<file path="config.mk">
export PLATFORM = sky130hd
export DESIGN_NAME = instr_fetch_unit
export DESIGN_NICKNAME = d
export VERILOG_FILES = /design/src/rtl/fetch_pkg.sv /design/src/rtl/fetch_fifo.sv /design/src/rtl/instr_fetch_unit.sv
export SDC_FILE = /design/constraint.sdc
export NUM_CORES = 1
export LEC_CHECK = 0
export CAP_MARGIN = 20
export CORE_ASPECT_RATIO = 2
export CORE_MARGIN = 1.5
export CORE_UTILIZATION = 35
export CTS_BUF_LIST = sky130_fd_sc_hd__clkbuf_16
export CTS_CLUSTER_SIZE = 12
export DETAILED_ROUTE_END_ITERATION = 12
export PLACE_DENSITY = 0.78
export SLEW_MARGIN = 10
export SYNTH_ARGS = -nofsm -noshare
export SYNTH_HDL_FRONTEND = slang
export SYNTH_SLANG_ARGS = --single-unit
</file>
<file path="constraint.sdc">
create_clock -name clk -period 3.9 [get_ports clk]
set_input_delay 0.39 -clock clk [delete_from_list [all_inputs] [get_ports clk]]
set_output_delay 0.39 -clock clk [all_outputs]
set_load 0.1 [all_outputs]
</file>
<file path="src/rtl/fetch_pkg.sv">
// Shared types and constants for the instruction fetch stage.
package fetch_pkg;

    localparam int INSTR_BYTES  = 4;
    localparam int FETCH_ADDR_W = 32;
    localparam int FETCH_DATA_W = 32;

    typedef enum logic [1:0] {
        ISSUE      = 2'd0,
        WAIT       = 2'd1,
        FLUSH_WAIT = 2'd2
    } fetch_state_e;

    typedef struct packed {
        logic [FETCH_ADDR_W-1:0] pc;
        logic [FETCH_DATA_W-1:0] instr;
    } fetch_entry_t;

endpackage

</file>
<file path="src/rtl/fetch_fifo.sv">
// Small power-of-two FIFO holding fetched {pc, instr} entries for decode.
// Flush empties it in one cycle and wins over a simultaneous push or pop.
module fetch_fifo #(
    parameter int WIDTH = 64,
    parameter int DEPTH = 2
) (
    input  logic                   clk,
    input  logic                   rst,
    input  logic                   push,
    input  logic [WIDTH-1:0]       push_data,
    input  logic                   pop,
    input  logic                   flush,
    output logic [WIDTH-1:0]       head_data,
    output logic                   full,
    output logic                   empty,
    output logic [$clog2(DEPTH):0] count
);

    localparam int PTR_W = $clog2(DEPTH);
    localparam int CNT_W = PTR_W + 1;

    logic [WIDTH-1:0] mem [DEPTH];
    logic [PTR_W-1:0] rd_ptr;
    logic [PTR_W-1:0] wr_ptr;
    logic             push_en;
    logic             pop_en;

    assign empty     = (count == '0);
    assign full      = (count == CNT_W'(DEPTH));
    assign pop_en    = pop && !empty;
    assign push_en   = push && (!full || pop_en);
    assign head_data = mem[rd_ptr];

    // NOTE: the storage array has no reset; validity is tracked by count, so clearing the data would only cost flops.
    always_ff @(posedge clk) begin
        if (push_en && !flush) begin
            mem[wr_ptr] <= push_data;
        end
    end

    // NOTE: sequential state uses non-blocking assignments so every register samples pre-edge values.
    always_ff @(posedge clk or posedge rst) begin
        if (rst) begin
            rd_ptr <= '0;
            wr_ptr <= '0;
            count  <= '0;
        end else if (flush) begin
            rd_ptr <= '0;
            wr_ptr <= '0;
            count  <= '0;
        end else begin
            if (push_en) wr_ptr <= wr_ptr + 1'b1;
            if (pop_en)  rd_ptr <= rd_ptr + 1'b1;
            case ({push_en, pop_en})
                2'b10:   count <= count + 1'b1;
                2'b01:   count <= count - 1'b1;
                default: count <= count;
            endcase
        end
    end

endmodule

</file>
<file path="src/rtl/instr_fetch_unit.sv">
// Fetch stage: one outstanding imem request, {pc, instr} buffer, redirect flush.
// Define FETCH_PERF_EN to add saturating fetch/flush performance counters.
module instr_fetch_unit
    import fetch_pkg::*;
#(
    parameter int ADDR_W     = 32,
    parameter int DATA_W     = 32,
    parameter int FIFO_DEPTH = 2
) (
    input  logic              clk,
    input  logic              rst,
    input  logic [ADDR_W-1:0] pc_cur,
    output logic [ADDR_W-1:0] pc_nxt,
    input  logic              redir_valid,
    input  logic [ADDR_W-1:0] redir_target,
    output logic              imem_req_valid,
    input  logic              imem_req_ready,
    output logic [ADDR_W-1:0] imem_req_addr,
    input  logic              imem_rsp_valid,
    input  logic [DATA_W-1:0] imem_rsp_data,
    output logic              if_valid,
    input  logic              if_ready,
    output logic [DATA_W-1:0] if_instr,
    output logic [ADDR_W-1:0] if_pc
`ifdef FETCH_PERF_EN
    ,
    output logic [31:0]       perf_fetch_cnt,
    output logic [15:0]       perf_flush_cnt
`endif
);

    localparam int ENTRY_W = ADDR_W + DATA_W;
    localparam int CNT_W   = $clog2(FIFO_DEPTH) + 1;

    fetch_state_e         state;
    fetch_state_e         state_nxt;
    logic [ADDR_W-1:0]    inflight_pc;
    logic                 handshake;
    logic                 push_fire;
    logic                 pop_fire;
    logic                 fifo_full;
    logic                 fifo_empty;
    logic [CNT_W-1:0]     fifo_count;
    logic [ENTRY_W-1:0]   head_entry;

    assign imem_req_valid = !rst && (state == ISSUE) && !redir_valid
                            && (fifo_count < CNT_W'(FIFO_DEPTH));
    assign imem_req_addr  = pc_cur;
    assign handshake      = imem_req_valid && imem_req_ready;

    // A response that coincides with a redirect belongs to the old path and is dropped.
    assign push_fire = (state == WAIT) && imem_rsp_valid && !redir_valid && !fifo_full;
    assign pop_fire  = if_valid && if_ready;
    assign if_valid  = !fifo_empty;
    assign if_pc     = head_entry[ENTRY_W-1:DATA_W];
    assign if_instr  = head_entry[DATA_W-1:0];

    // NOTE: every always_comb output gets a default first so no path can leave it unassigned and infer a latch.
    always_comb begin
        pc_nxt = pc_cur;
        if (redir_valid) begin
            pc_nxt = redir_target & ~ADDR_W'(INSTR_BYTES - 1);
        end else if (handshake) begin
            pc_nxt = pc_cur + ADDR_W'(INSTR_BYTES);
        end
    end

    always_comb begin
        state_nxt = state;
        case (state)
            ISSUE: begin
                if (handshake) state_nxt = WAIT;
            end
            WAIT: begin
                if (imem_rsp_valid)   state_nxt = ISSUE;
                else if (redir_valid) state_nxt = FLUSH_WAIT;
            end
            FLUSH_WAIT: begin
                if (imem_rsp_valid) state_nxt = ISSUE;
            end
            default: state_nxt = ISSUE;
        endcase
    end

    always_ff @(posedge clk or posedge rst) begin
        if (rst) begin
            state       <= ISSUE;
            inflight_pc <= '0;
        end else begin
            state <= state_nxt;
            if (handshake) inflight_pc <= pc_cur;
        end
    end

    fetch_fifo #(
        .WIDTH (ENTRY_W),
        .DEPTH (FIFO_DEPTH)
    ) u_fifo (
        .clk       (clk),
        .rst       (rst),
        .push      (push_fire),
        .push_data ({inflight_pc, imem_rsp_data}),
        .pop       (pop_fire),
        .flush     (redir_valid),
        .head_data (head_entry),
        .full      (fifo_full),
        .empty     (fifo_empty),
        .count     (fifo_count)
    );

`ifdef FETCH_PERF_EN
    always_ff @(posedge clk or posedge rst) begin
        if (rst) begin
            perf_fetch_cnt <= '0;
            perf_flush_cnt <= '0;
        end else begin
            if (push_fire && (perf_fetch_cnt != '1)) perf_fetch_cnt <= perf_fetch_cnt + 1'b1;
            if (redir_valid && (perf_flush_cnt != '1)) perf_flush_cnt <= perf_flush_cnt + 1'b1;
        end
    end
`else
    // Counters are compiled out; the fetch datapath is unaffected.
`endif

endmodule

</file>
; Yosys cells after proc, flatten, opt, wreduce, memory -nomap -nowiden
; Memories as Yosys holds them, arrays and structs flattened.
; Cells that the tools add are included.
[op_classes]
eq_ne = 8
addsub = 5
order_cmp = 1
muxes = 15
reduce_logical = 22
[op_table]
columns = cell, n
row1 = 32-bit two-way mux, 2
row2 = 32-bit by 3-bit adder with 32-bit output (second input constant), 1
row3 = 1-bit logical AND, 11
row4 = 2-bit two-way mux, 5
row5 = 2-bit equality test (second input constant), 3
row6 = 1-bit two-way mux, 6
row7 = 2-bit case mux with 3 select lines, 1
row8 = 2-bit by 1-bit equality test with 1-bit output (second input constant), 2
row9 = 1-bit zero test, 4
row10 = 2-bit zero test, 2
row11 = 2-bit != test (second input constant), 2
row12 = 2-bit case mux with 2 select lines, 1
row13 = 2-bit nonzero test, 2
row14 = 3-bit != test (second input constant), 1
row15 = 3-bit AND reduction, 1
row16 = 3-bit nonzero test, 1
row17 = 1-bit adder (second input constant), 2
row18 = 2-bit by 1-bit adder with 2-bit output (second input constant), 1
row19 = 2-bit less-than comparator (second input constant), 1
row20 = 2-bit by 1-bit subtractor with 2-bit output (second input constant), 1
row21 = 1-bit logical OR, 1
[word_totals]
elab_cells = 57
out_inout_bits = 130
ram_bits = 128
inputBits = 102
mem_count = 1
register_bits = 38
[mem_list]
columns = memory, depth, width, rd, rd_ports_with_merged_regs, wr, line_no
row1 = u_fifo.mem, 2, 64, 1, 0, 1, fetch_fifo.sv:22  ; logic [WIDTH-1:0] mem [DEPTH];

; Longest topological paths before layout
; Gate-level depths: netlist of run 1.
[depth]
ltp_word = 9
depth_mapped = 7

; Modules after synthesis
; Synthesis of run 1 repeated with hierarchy kept, for this count alone.
[hier_totals]
hier_cells = 525
area_unflattened_um2 = 7514.7
[modules_own_cells]
columns = module, cells_each, n_inst, area_per_inst_um2
row1 = fetch_fifo, 227, 1, 4888.4
row2 = instr_fetch_unit, 298, 1, 2626.3

; Least setup slack after synthesis of run 1
; No wires, ideal clock.
[synth_path]
path_kind = reg-to-reg
start = reg u_fifo.count[1]
end = mem u_fifo.mem[0][0] (enable)
path_stages_with_launch = 4
setup_slack_ns = -0.184
path_buffers = 0
setup_time_ns = 0.487
period_less_slack_ns = 4.084
t_arrival_ns = 3.598
path_cell_list = dfrtp_1 -> nor2b_1 -> nand4b_1 -> nor2_1
[synth_via]
elab_chain_cells = 9
[synth_rtl]
columns = item, line_no
row1 = "start, declared", fetch_fifo.sv:16  ; output logic [$clog2(DEPTH):0] count
row2 = "start signal, assigned", fetch_fifo.sv:55  ; 2'b10: count <= count + 1'b1;
row3 = "start signal, assigned", fetch_fifo.sv:56  ; 2'b01: count <= count - 1'b1;
row4 = "start signal, assigned", fetch_fifo.sv:57  ; default: count <= count;
row5 = 2-bit zero test, fetch_fifo.sv:28  ; assign empty = (count == '0);
row6 = 1-bit zero test, "fetch_fifo.sv:30, instr_fetch_unit.sv:54"
row7 = 1-bit logical AND, instr_fetch_unit.sv:53  ; assign pop_fire = if_valid && if_ready;
row8 = 1-bit logical AND, fetch_fifo.sv:30  ; assign pop_en = pop && !empty;
row9 = 1-bit logical OR, fetch_fifo.sv:31  ; assign push_en = push && (!full || pop_en);
row10 = 1-bit logical AND (*), fetch_fifo.sv:31
row11 = 1-bit logical AND (*), fetch_fifo.sv:36  ; if (push_en && !flush) begin
row12 = 1-bit two-way mux (*), fetch_fifo.sv:36
row13 = 1-bit two-way mux (not written as such) (*), fetch_fifo.sv:37  ; mem[wr_ptr] <= push_data;
row14 = "end, declared", fetch_fifo.sv:22
; Mark *: on every way between the ends. The rest lies on a longest branch, timed or not.

; Final worst setup path of run 1
[layout_path]
start = reg u_fifo.count[1]
end = out pc_nxt[7]
[layout_via]
elab_chain_cells = 5
[layout_rtl]
columns = item, line_no
row1 = 2-bit less-than comparator, instr_fetch_unit.sv:47  ; && (fifo_count < CNT_W'(FIFO_DEPTH));
row2 = 1-bit logical AND, instr_fetch_unit.sv:47
row3 = 1-bit logical AND, instr_fetch_unit.sv:49  ; assign handshake = imem_req_valid && imem_req_ready;
row4 = 32-bit two-way mux, instr_fetch_unit.sv:63  ; end else if (handshake) begin
row5 = 32-bit two-way mux, instr_fetch_unit.sv:61  ; if (redir_valid) begin
row6 = "end, declared", instr_fetch_unit.sv:13  ; output logic [ADDR_W-1:0] pc_nxt,
; Every way passes these cells.

==> flow_metrics.env, run 1 <==
export IMPL_dp_cells=1009
export IMPL_via_count=4936
export IMPL_grt_pass1_vias=5016
export IMPL_initial_core_util=0.358
export IMPL_syn_num_nets=660
export IMPL_cts_hold_buf=0
export IMPL_clock_sinks=166
export IMPL_ys_types=38
export IMPL_crit_fanout=16
export IMPL_antenna_found_initial=0
export IMPL_clk_pin_slew_worst_paths_ps=70
export IMPL_gp_congestion=0.768
export IMPL_grt_overflow_total=0
export IMPL_maxCapViolCount=0
export IMPL_grt_max_degree=42
export IMPL_cp_slowest_stage_delay_ps=620
export IMPL_port_buffers=229
export IMPL_cp_start_kind="flop"
export IMPL_setup_viol=0
export IMPL_rows=74
export IMPL_drt_wl_total_um=17500
export IMPL_stdcell_count=1042
export IMPL_dp_hpwl_um=13200
export IMPL_drc=0
export IMPL_power_mw=4.66
export IMPL_h_tree_depth=4
export IMPL_ys_warn_count=0
export IMPL_arrival_ps=2890
export IMPL_worst_pin_slew_ps=1010
export IMPL_max_freq_mhz=304
export IMPL_antenna_cells=0
export IMPL_powerDensity_nw_per_um2=441
export IMPL_coreArea_um2=20500
export IMPL_leakagePower_nw=3.92
export IMPL_post_cts_resized=0
export IMPL_numCtsBuffers=17
export IMPL_fin_skew_ps=8.54
export IMPL_gr_usage_all_layers=0.164
export IMPL_rsz0062_at_grt="false"
export IMPL_fin_crit_ps=3280
export IMPL_dr_pass1_iters=4
export IMPL_post_cts_buffers=0
export IMPL_r2r_slack_ps=1550
export IMPL_cts_root_buf="clkbuf_16"
export IMPL_slew_violations=0
export IMPL_hold_path_class="in2reg"
export IMPL_grt_pass1_wl_um=27100
export IMPL_endpoint_kind="output pin"
export IMPL_cp_required_ps=3510
export IMPL_cts_tree="done"
export IMPL_synthCells=557
export IMPL_ir_drop_mv=0.292
export IMPL_placed_area_um2=9960
export IMPL_hold_slack_ps=435
export IMPL_layout_drive_gt1_share=0.226
export IMPL_period_share=0.842
export IMPL_first_iter_violations=267
export IMPL_viasPerCell=4.74
export IMPL_status="finished, final reports clean"
export IMPL_seq_area_frac_synth=0.654
export IMPL_worstPathCellList="or4_4 > nor3b_4 > nand3_1 > xor2_1 > o21ai_1 > buf_12"
export IMPL_clk_insertion_delay_late_ps=430
export IMPL_hold_viol_final=0
export IMPL_nets=866
export IMPL_final_area_um2=10600
export IMPL_ys_seq_elements=166
export IMPL_die_h_um=208
export IMPL_relSlewSlack=0.326
export IMPL_crit_type="reg2out"
export IMPL_avgSynthCellArea_um2=13.2
export IMPL_cpMaxStageDelayCell="nor3b_4"
export IMPL_antenna_left=0
export IMPL_syn_cell_area_um2=7330
export IMPL_die_w_um=105
export IMPL_syn2layout_area_growth_pct=44.1
export IMPL_finalSetupTns_ps=0
export IMPL_avgRoutedWirePerCell_um=16.8
export IMPL_cts_buffer_depth=2
export IMPL_io_pins=232
export IMPL_die_area_um2=21900
-- report_power, final --
part	leakage, nW	switching (mW)	internal [mW]
logic	1.99	0.617	0.295
clock network	0.289	0.701	0.959
registers	1.64	0.0609	2.03
-- registers in the layout, indices dropped and copies added (netlist names) --
register       count
u_fifo.mem       128
inflight_pc       32
state              2
u_fifo.count       2
u_fifo.rd_ptr      1
u_fifo.wr_ptr      1
-- metrics by stage --
stage / utilization / setup slack [ps]
final: 0.517 / 615
after global routing: 0.517 / 393
after CTS: 0.516 / 519
after detailed placement: 0.487 / 526
after global placement: 0.487 / 616
after floorplan: - / -184
-- cells in the final DEF, fill, tap and decap left out, types with 16 or more instances in the layout --
| cell | count |
|---|---|
| clkdlybuf4s50_1 | 176 |
| dfrtp_1 | 37 |
| buf_12 | 30 |
| edfxtp_1 | 128 |
| nand2_1 | 126 |
| xor2_1 | 16 |
| o21ai_1 | 24 |
| mux2_2 | 66 |
| clkbuf_16 | 17 |
| buf_4 | 35 |
-- cell families (layout without fill, tap and decap cells) --
logic type                 Yosys count  count (layout)  synth area share
AOI/OAI and AO/OA                   37              37            0.0259
xor gates and xnor gates            31              31            0.0370
DFF                                166             166             0.654
muxes                               69              69             0.105
adders and majority gates            1               1           0.00171
and+or+nand+nor                    189             189             0.124
buffers and inverters               64             283            0.0520
-- cell usage after synthesis (all sizes together) --
| cell | instances | share of area |
|---|---|---|
| nor4 | 5 | 0.010 |
| o211ai | 1 | 0.0010 |
| mux2 | 66 | 0.10 |
| or2 | 1 | 0.00085 |
| nand3 | 10 | 0.0068 |
| mux2i | 3 | 0.0041 |
| nor2b | 3 | 0.0026 |
| nand2 | 126 | 0.064 |
| nor3 | 8 | 0.0055 |
| clkbuf | 19 | 0.0097 |
| nor4bb | 1 | 0.0014 |
| and3 | 4 | 0.0034 |
| xnor2 | 15 | 0.018 |
| nand4b | 1 | 0.0012 |
| xor2 | 16 | 0.019 |
| nor2 | 10 | 0.0051 |
| and4 | 2 | 0.0024 |
| o21bai | 1 | 0.0010 |
| o21ai | 34 | 0.023 |
| nor3b | 2 | 0.0036 |
| inv | 8 | 0.0041 |
| or3 | 1 | 0.00085 |
| dfrtp | 38 | 0.13 |
| ha | 1 | 0.0017 |
| edfxtp | 128 | 0.52 |
| nand4 | 12 | 0.012 |
| or4 | 1 | 0.0015 |
| a21oi | 1 | 0.00068 |
| nor4b | 1 | 0.0012 |
| nand3b | 1 | 0.0010 |
| buf | 37 | 0.038 |
-- critical path: cells and delay by family (launching register included) --
kind | cells | cell delay (ps)
flops | 1 | 440
compound gates | 1 | 230
xor+xnor | 1 | 200
simple gates | 3 | 1380
buf+inv | 1 | 210
-- layout make-up --
cell class,count,area (um2)
Multi-Input combinational cell,327,2170
Clock inverter,15,166
Timing Repair Buffer,243,2650
Inverter,8,30.0
Fill cell,1719,9890
Tap cell,266,333
Clock buffer,17,425
Sequential cell,166,4800
-- per-layer routing --
layer  vias to the layer above  GRT usage  routed length [um]
li1                       2362          -                   -
met2                       163      0.307                9910
met3                        43     0.0301                 655
met5                         -          0                   0
met4                         0     0.0916                 718
met1                      2368      0.167                6220
-- final timing paths --
path,end,start,depth (start not counted)
hold / removal,u_fifo.count[0],redir_valid,2
setup / recovery,pc_nxt[7],u_fifo.count[1],6
min in group asynchronous,inflight_pc[3],rst,3
hold reg to reg,u_fifo.mem[1][41],inflight_pc[9],0
max in group asynchronous,u_fifo.rd_ptr,rst,3
setup reg to reg,u_fifo.mem[1][36],u_fifo.count[1],4
Note: power is estimated with default switching activity, not from simulation.
==> run 2, diff against run 1 <==
- PLACE_DENSITY: 0.78 -> 0.75
- clock period: 3.9 -> 3.4 ns (I/O delays scaled with it)
==> flow_metrics.env, run 2 (synthesized netlist as in run 1, its figures left out) <==
export IMPL_crit_fanout=15
export IMPL_post_cts_resized=0
export IMPL_grt_pass1_wl_um=27200
export IMPL_cp_start_kind="flop"
export IMPL_slew_violations=0
export IMPL_layout_common_cells="edfxtp_1 (128), nand2_1 (126), buf_4 (111)"
export IMPL_cts_root_buf="clkbuf_16"
export IMPL_status="finished, final reports clean"
export IMPL_syn2layout_area_growth_pct=41.6
export IMPL_dp_hpwl_um=12600
export IMPL_rsz0062_at_grt="false"
export IMPL_hold_viol_final=0
export IMPL_powerDensity_nw_per_um2=502
export IMPL_gr_usage_all_layers=0.164
export IMPL_fin_skew_ps=8.76
export IMPL_whs_path_depth=5
export IMPL_fin_crit_ps=3170
export IMPL_viasPerCell=4.74
export IMPL_switchingPower_mw=1.51
export IMPL_initial_core_util=0.358
export IMPL_drt_wl_total_um=17400
export IMPL_via_count=4945
export IMPL_antenna_cells=0
export IMPL_fillers=1766
export IMPL_cp_required_ps=3060
export IMPL_p_clk_frac=0.340
export IMPL_relSlewSlack=0.342
export IMPL_reg2reg_depth=5
export IMPL_post_cts_buffers=0
export IMPL_hold_slack_ps=413
export IMPL_setup_viol=0
export IMPL_crit_type="reg2out"
export IMPL_coreArea_um2=20500
export IMPL_combPwrFrac=0.200
export IMPL_regMostFlops="u_fifo.mem"
export IMPL_gp_congestion=0.778
export IMPL_post_route_util=0.507
export IMPL_nets=867
export IMPL_clock_sinks=166
export IMPL_clk_pin_slew_worst_paths_ps=60
export IMPL_cts_buffer_depth=2
export IMPL_dr_pass1_iters=5
export IMPL_power_frac_seq=0.460
export IMPL_clk_insertion_delay_late_ps=420
export IMPL_die_w_um=105
export IMPL_first_iter_violations=151
export IMPL_arrival_ps=2830
export IMPL_antenna_left=0
export IMPL_antenna_found_initial=0
export IMPL_endpoint_kind="output pin"
export IMPL_h_tree_depth=4
export IMPL_grt_max_degree=68
export IMPL_avgRoutedWirePerCell_um=16.7
export IMPL_layout_drive_gt1_share=0.319
export IMPL_cts_hold_buf=0
export IMPL_grt_pass1_vias=5106
export IMPL_port_buffers=229
export IMPL_rows=74
export IMPL_die_area_um2=21900
export IMPL_reg_top3="u_fifo.mem: 128 flops, inflight_pc: 32 flops"
export IMPL_max_freq_mhz=316
export IMPL_switching_share=0.289
export IMPL_cts_tree="done"
export IMPL_leakagePower_nw=4.01
export IMPL_layout_commonest_cell="edfxtp_1"
export IMPL_drc=0
export IMPL_maxCapViolCount=0
export IMPL_grt_overflow_total=0
export IMPL_io_pins=232
export IMPL_hold_path_class="in2reg"
export IMPL_period_share=0.932
export IMPL_numCtsBuffers=17
export IMPL_ir_drop_mv=0.294
export IMPL_worst_pin_slew_ps=985
export IMPL_die_h_um=208
export IMPL_p_int_mw=3.70
export IMPL_largest_reg_flops=128
==> run 2: worst max-delay path: stages, from the launching register on <==
cell	delay (ps)
dfrtp_1	440
or4_4	590
nor3b_4	570
nand4_1	190
xor2_1	180
o21ai_1	210
buf_12	210
==> run 2: through the flow <==
stage	cells	worst slack (ps)	power, mW	area, um2	TNS, ps
floorplan	557	-684	3.10	7340	-87610
global placement	1011	424	3.47	9830	0
detailed placement	1011	361	3.48	9830	0
CTS	1043	153	5.27	10400	0
global route	1043	30.7	5.41	10400	0
finish	1043	231	5.21	10400	0
==> run 2: path summary, 6_finish.rpt <==
kind,startpoint,to,slack (ps)
min in group asynchronous,rst,inflight_pc[11],510
worst min register to register,inflight_pc[29],u_fifo.mem[0][61],470
worst min-delay path,redir_valid,inflight_pc[9],410
worst max-delay path,u_fifo.count[1],pc_nxt[8],230
worst max register to register,u_fifo.count[1],inflight_pc[13],1220
max in group asynchronous,rst,inflight_pc[29],2230
==> run 2: final cells by class <==
class / instances / area (um2) / share of cell area
sequential: 166 / 4800 / 0.462
timing repair buffer: 244 / 2490 / 0.240
multi-input combinational: 327 / 2180 / 0.210
clock buffer: 20 / 500 / 0.0482
tap: 266 / 333 / 0.0321
clock inverter: 12 / 56.3 / 0.00542
inverter: 8 / 30.0 / 0.00289
==> run 2: power groups by stage <==
stage	registers (mW)	clock network, mW	logic (mW)
after floorplan	2.41	0	0.696
after global placement	2.43	0	1.04
after detailed placement	2.44	0	1.05
after CTS	2.40	1.82	1.05
after global routing	2.41	1.90	1.09
final	2.40	1.77	1.04
==> run 2: layer usage <==
metal	up-vias	part of all wire	track usage
met5	-	0	0
met3	32	0.040	0.0352
li1	2368	-	-
met2	163	0.57	0.305
met4	0	0.032	0.0822
met1	2382	0.36	0.169
==> run 3, diff against run 2 <==
- CORE_ASPECT_RATIO: 2 -> default
==> flow_metrics.env, run 3 (synthesized netlist as in run 1, its figures left out) <==
export IMPL_status="finished, final reports clean"
export IMPL_die_w_um=148
export IMPL_worstReg2RegEnd="u_fifo.mem[0][48]"
export IMPL_rsz0062_at_grt="false"
export IMPL_endpoint="pc_nxt[21]"
export IMPL_worstPathCellList="or4_4 > nor4_4 > nand4_1 > xor2_1 > o21ai_1 > buf_12"
export IMPL_post_cts_resized=0
export IMPL_endpoint_kind="output pin"
export IMPL_crit_fanout=7
export IMPL_antenna_cells=0
export IMPL_antenna_left=0
export IMPL_slew_violations=0
export IMPL_syn2layout_area_growth_pct=42.7
export IMPL_crit_type="reg2out"
export IMPL_gp_congestion=0.752
export IMPL_layout_commonest_cell="edfxtp_1"
export IMPL_leakagePower_nw=4.05
export IMPL_fillers=1789
export IMPL_power_mw=5.39
export IMPL_die_h_um=148
export IMPL_r2r_slack_ps=1130
export IMPL_cp_start_kind="flop"
export IMPL_cts_tree="done"
export IMPL_hold_slack_ps=468
export IMPL_pre_cts_slack_ps=468
export IMPL_setup_viol=0
export IMPL_clk_insertion_delay_late_ps=420
export IMPL_cts_root_buf="clkbuf_16"
export IMPL_crit_start="u_fifo.count[1]"
export IMPL_first_iter_violations=225
export IMPL_clock_sinks=166
export IMPL_initial_core_util=0.360
export IMPL_powerDensity_nw_per_um2=515
export IMPL_relSlewSlack=0.339
export IMPL_drc=0
export IMPL_cp_buffers_inverters=1
export IMPL_max_freq_mhz=318
export IMPL_via_count=4977
export IMPL_gr_usage_all_layers=0.174
export IMPL_cpLargestDelayFamily="simple AND/OR/NAND/NOR gates"
export IMPL_h_tree_depth=4
export IMPL_worst_slack_ps=259
export IMPL_fin_skew_ps=9.05
export IMPL_fin_crit_ps=3140
export IMPL_r2r_start="u_fifo.count[1]"
export IMPL_cts_hold_buf=0
export IMPL_grt_max_degree=66
export IMPL_layout_drive_gt1_share=0.336
export IMPL_drt_wl_total_um=18500
export IMPL_port_buffers=229
export IMPL_antenna_found_initial=0
export IMPL_dr_pass1_iters=4
export IMPL_reg2reg_depth=4
export IMPL_layout_common_cells="edfxtp_1 (128), nand2_1 (125), buf_4 (122)"
export IMPL_coreArea_um2=20400
export IMPL_worst_pin_slew_ps=989
export IMPL_clk_pin_slew_worst_paths_ps=70
export IMPL_numCtsBuffers=17
export IMPL_grt_pass1_vias=5028
export IMPL_ir_drop_mv=0.269
export IMPL_placed_area_um2=9860
export IMPL_period_share=0.924
export IMPL_stdcell_count=1055
export IMPL_cts_buffer_depth=2
export IMPL_largest_reg_flops=128
export IMPL_die_area_um2=21800
export IMPL_cpMaxStageDelayCell="or4_4"
export IMPL_reg_top3="u_fifo.mem: 128 flops, inflight_pc: 32 flops"
export IMPL_rows=52
export IMPL_cp_slowest_stage_delay_ps=590
export IMPL_viasPerCell=4.72
export IMPL_post_route_util=0.514
export IMPL_io_pins=232
export IMPL_finalSetupTns_ps=0
export IMPL_arrival_ps=2800
export IMPL_cp_depth=6
export IMPL_hold_path_class="reg2reg"
export IMPL_grt_overflow_total=0
export IMPL_hold_viol_final=0
export IMPL_post_cts_buffers=0
export IMPL_maxCapViolCount=0
export IMPL_avgRoutedWirePerCell_um=17.5
export IMPL_cp_required_ps=3060
export IMPL_dp_hpwl_um=12900
export IMPL_final_area_um2=10500
export IMPL_regMostFlops="u_fifo.mem"
export IMPL_grt_pass1_wl_um=28400
export IMPL_dp_cells=1023
export IMPL_nets=875
-- run 3: cell types whose count changed in the layout (fill, tap and decap cells not counted), moves of 2 or more --
cell	previous run	this run
buf_12	33	30
buf_4	111	122
clkinv_1	2	0
inv_1	13	8
inv_4	4	0
inv_6	0	6
inv_8	0	3
-- run 3: routing by layer --
| metal | vias to the layer above | wire length [um] | track usage |
|---|---|---|---|
| met4 | 0 | 170 | 0.0455 |
| met2 | 167 | 9140 | 0.288 |
| li1 | 2383 | - | - |
| met5 | - | 0 | 0 |
| met3 | 12 | 1150 | 0.0472 |
| met1 | 2415 | 8010 | 0.224 |
-- run 3: where the power goes --
part | total, mW | internal, mW | leakage, nW | switching [mW]
Combinational | 1.06 | 0.340 | 2.10 | 0.715
Clock | 1.95 | 1.12 | 0.307 | 0.824
Sequential | 2.39 | 2.32 | 1.64 | 0.0654
-- run 3: worst min-delay path by stage --
stage                    start                end  cells after the start
6_report       inflight_pc[11]  u_fifo.mem[1][43]                      0
5_1_grt        inflight_pc[19]  u_fifo.mem[0][51]                      0
4_1_cts        inflight_pc[11]  u_fifo.mem[1][43]                      0
3_5_place_dp    inflight_pc[3]  u_fifo.mem[1][35]                      0
3_3_place_gp   inflight_pc[29]  u_fifo.mem[0][61]                      0
2_1_floorplan   imem_rsp_valid           state[1]                      1
-- run 3: layout make-up --
class                   instances  area, um2  area share
flip-flops and latches        166       4800       0.459
repair buffers                252       2510       0.240
multi-input cells             327       2180       0.208
clock buffers                  19        475      0.0454
well taps                     270        338      0.0323
clock inverters                13        130      0.0124
inverters                       8       30.0     0.00287
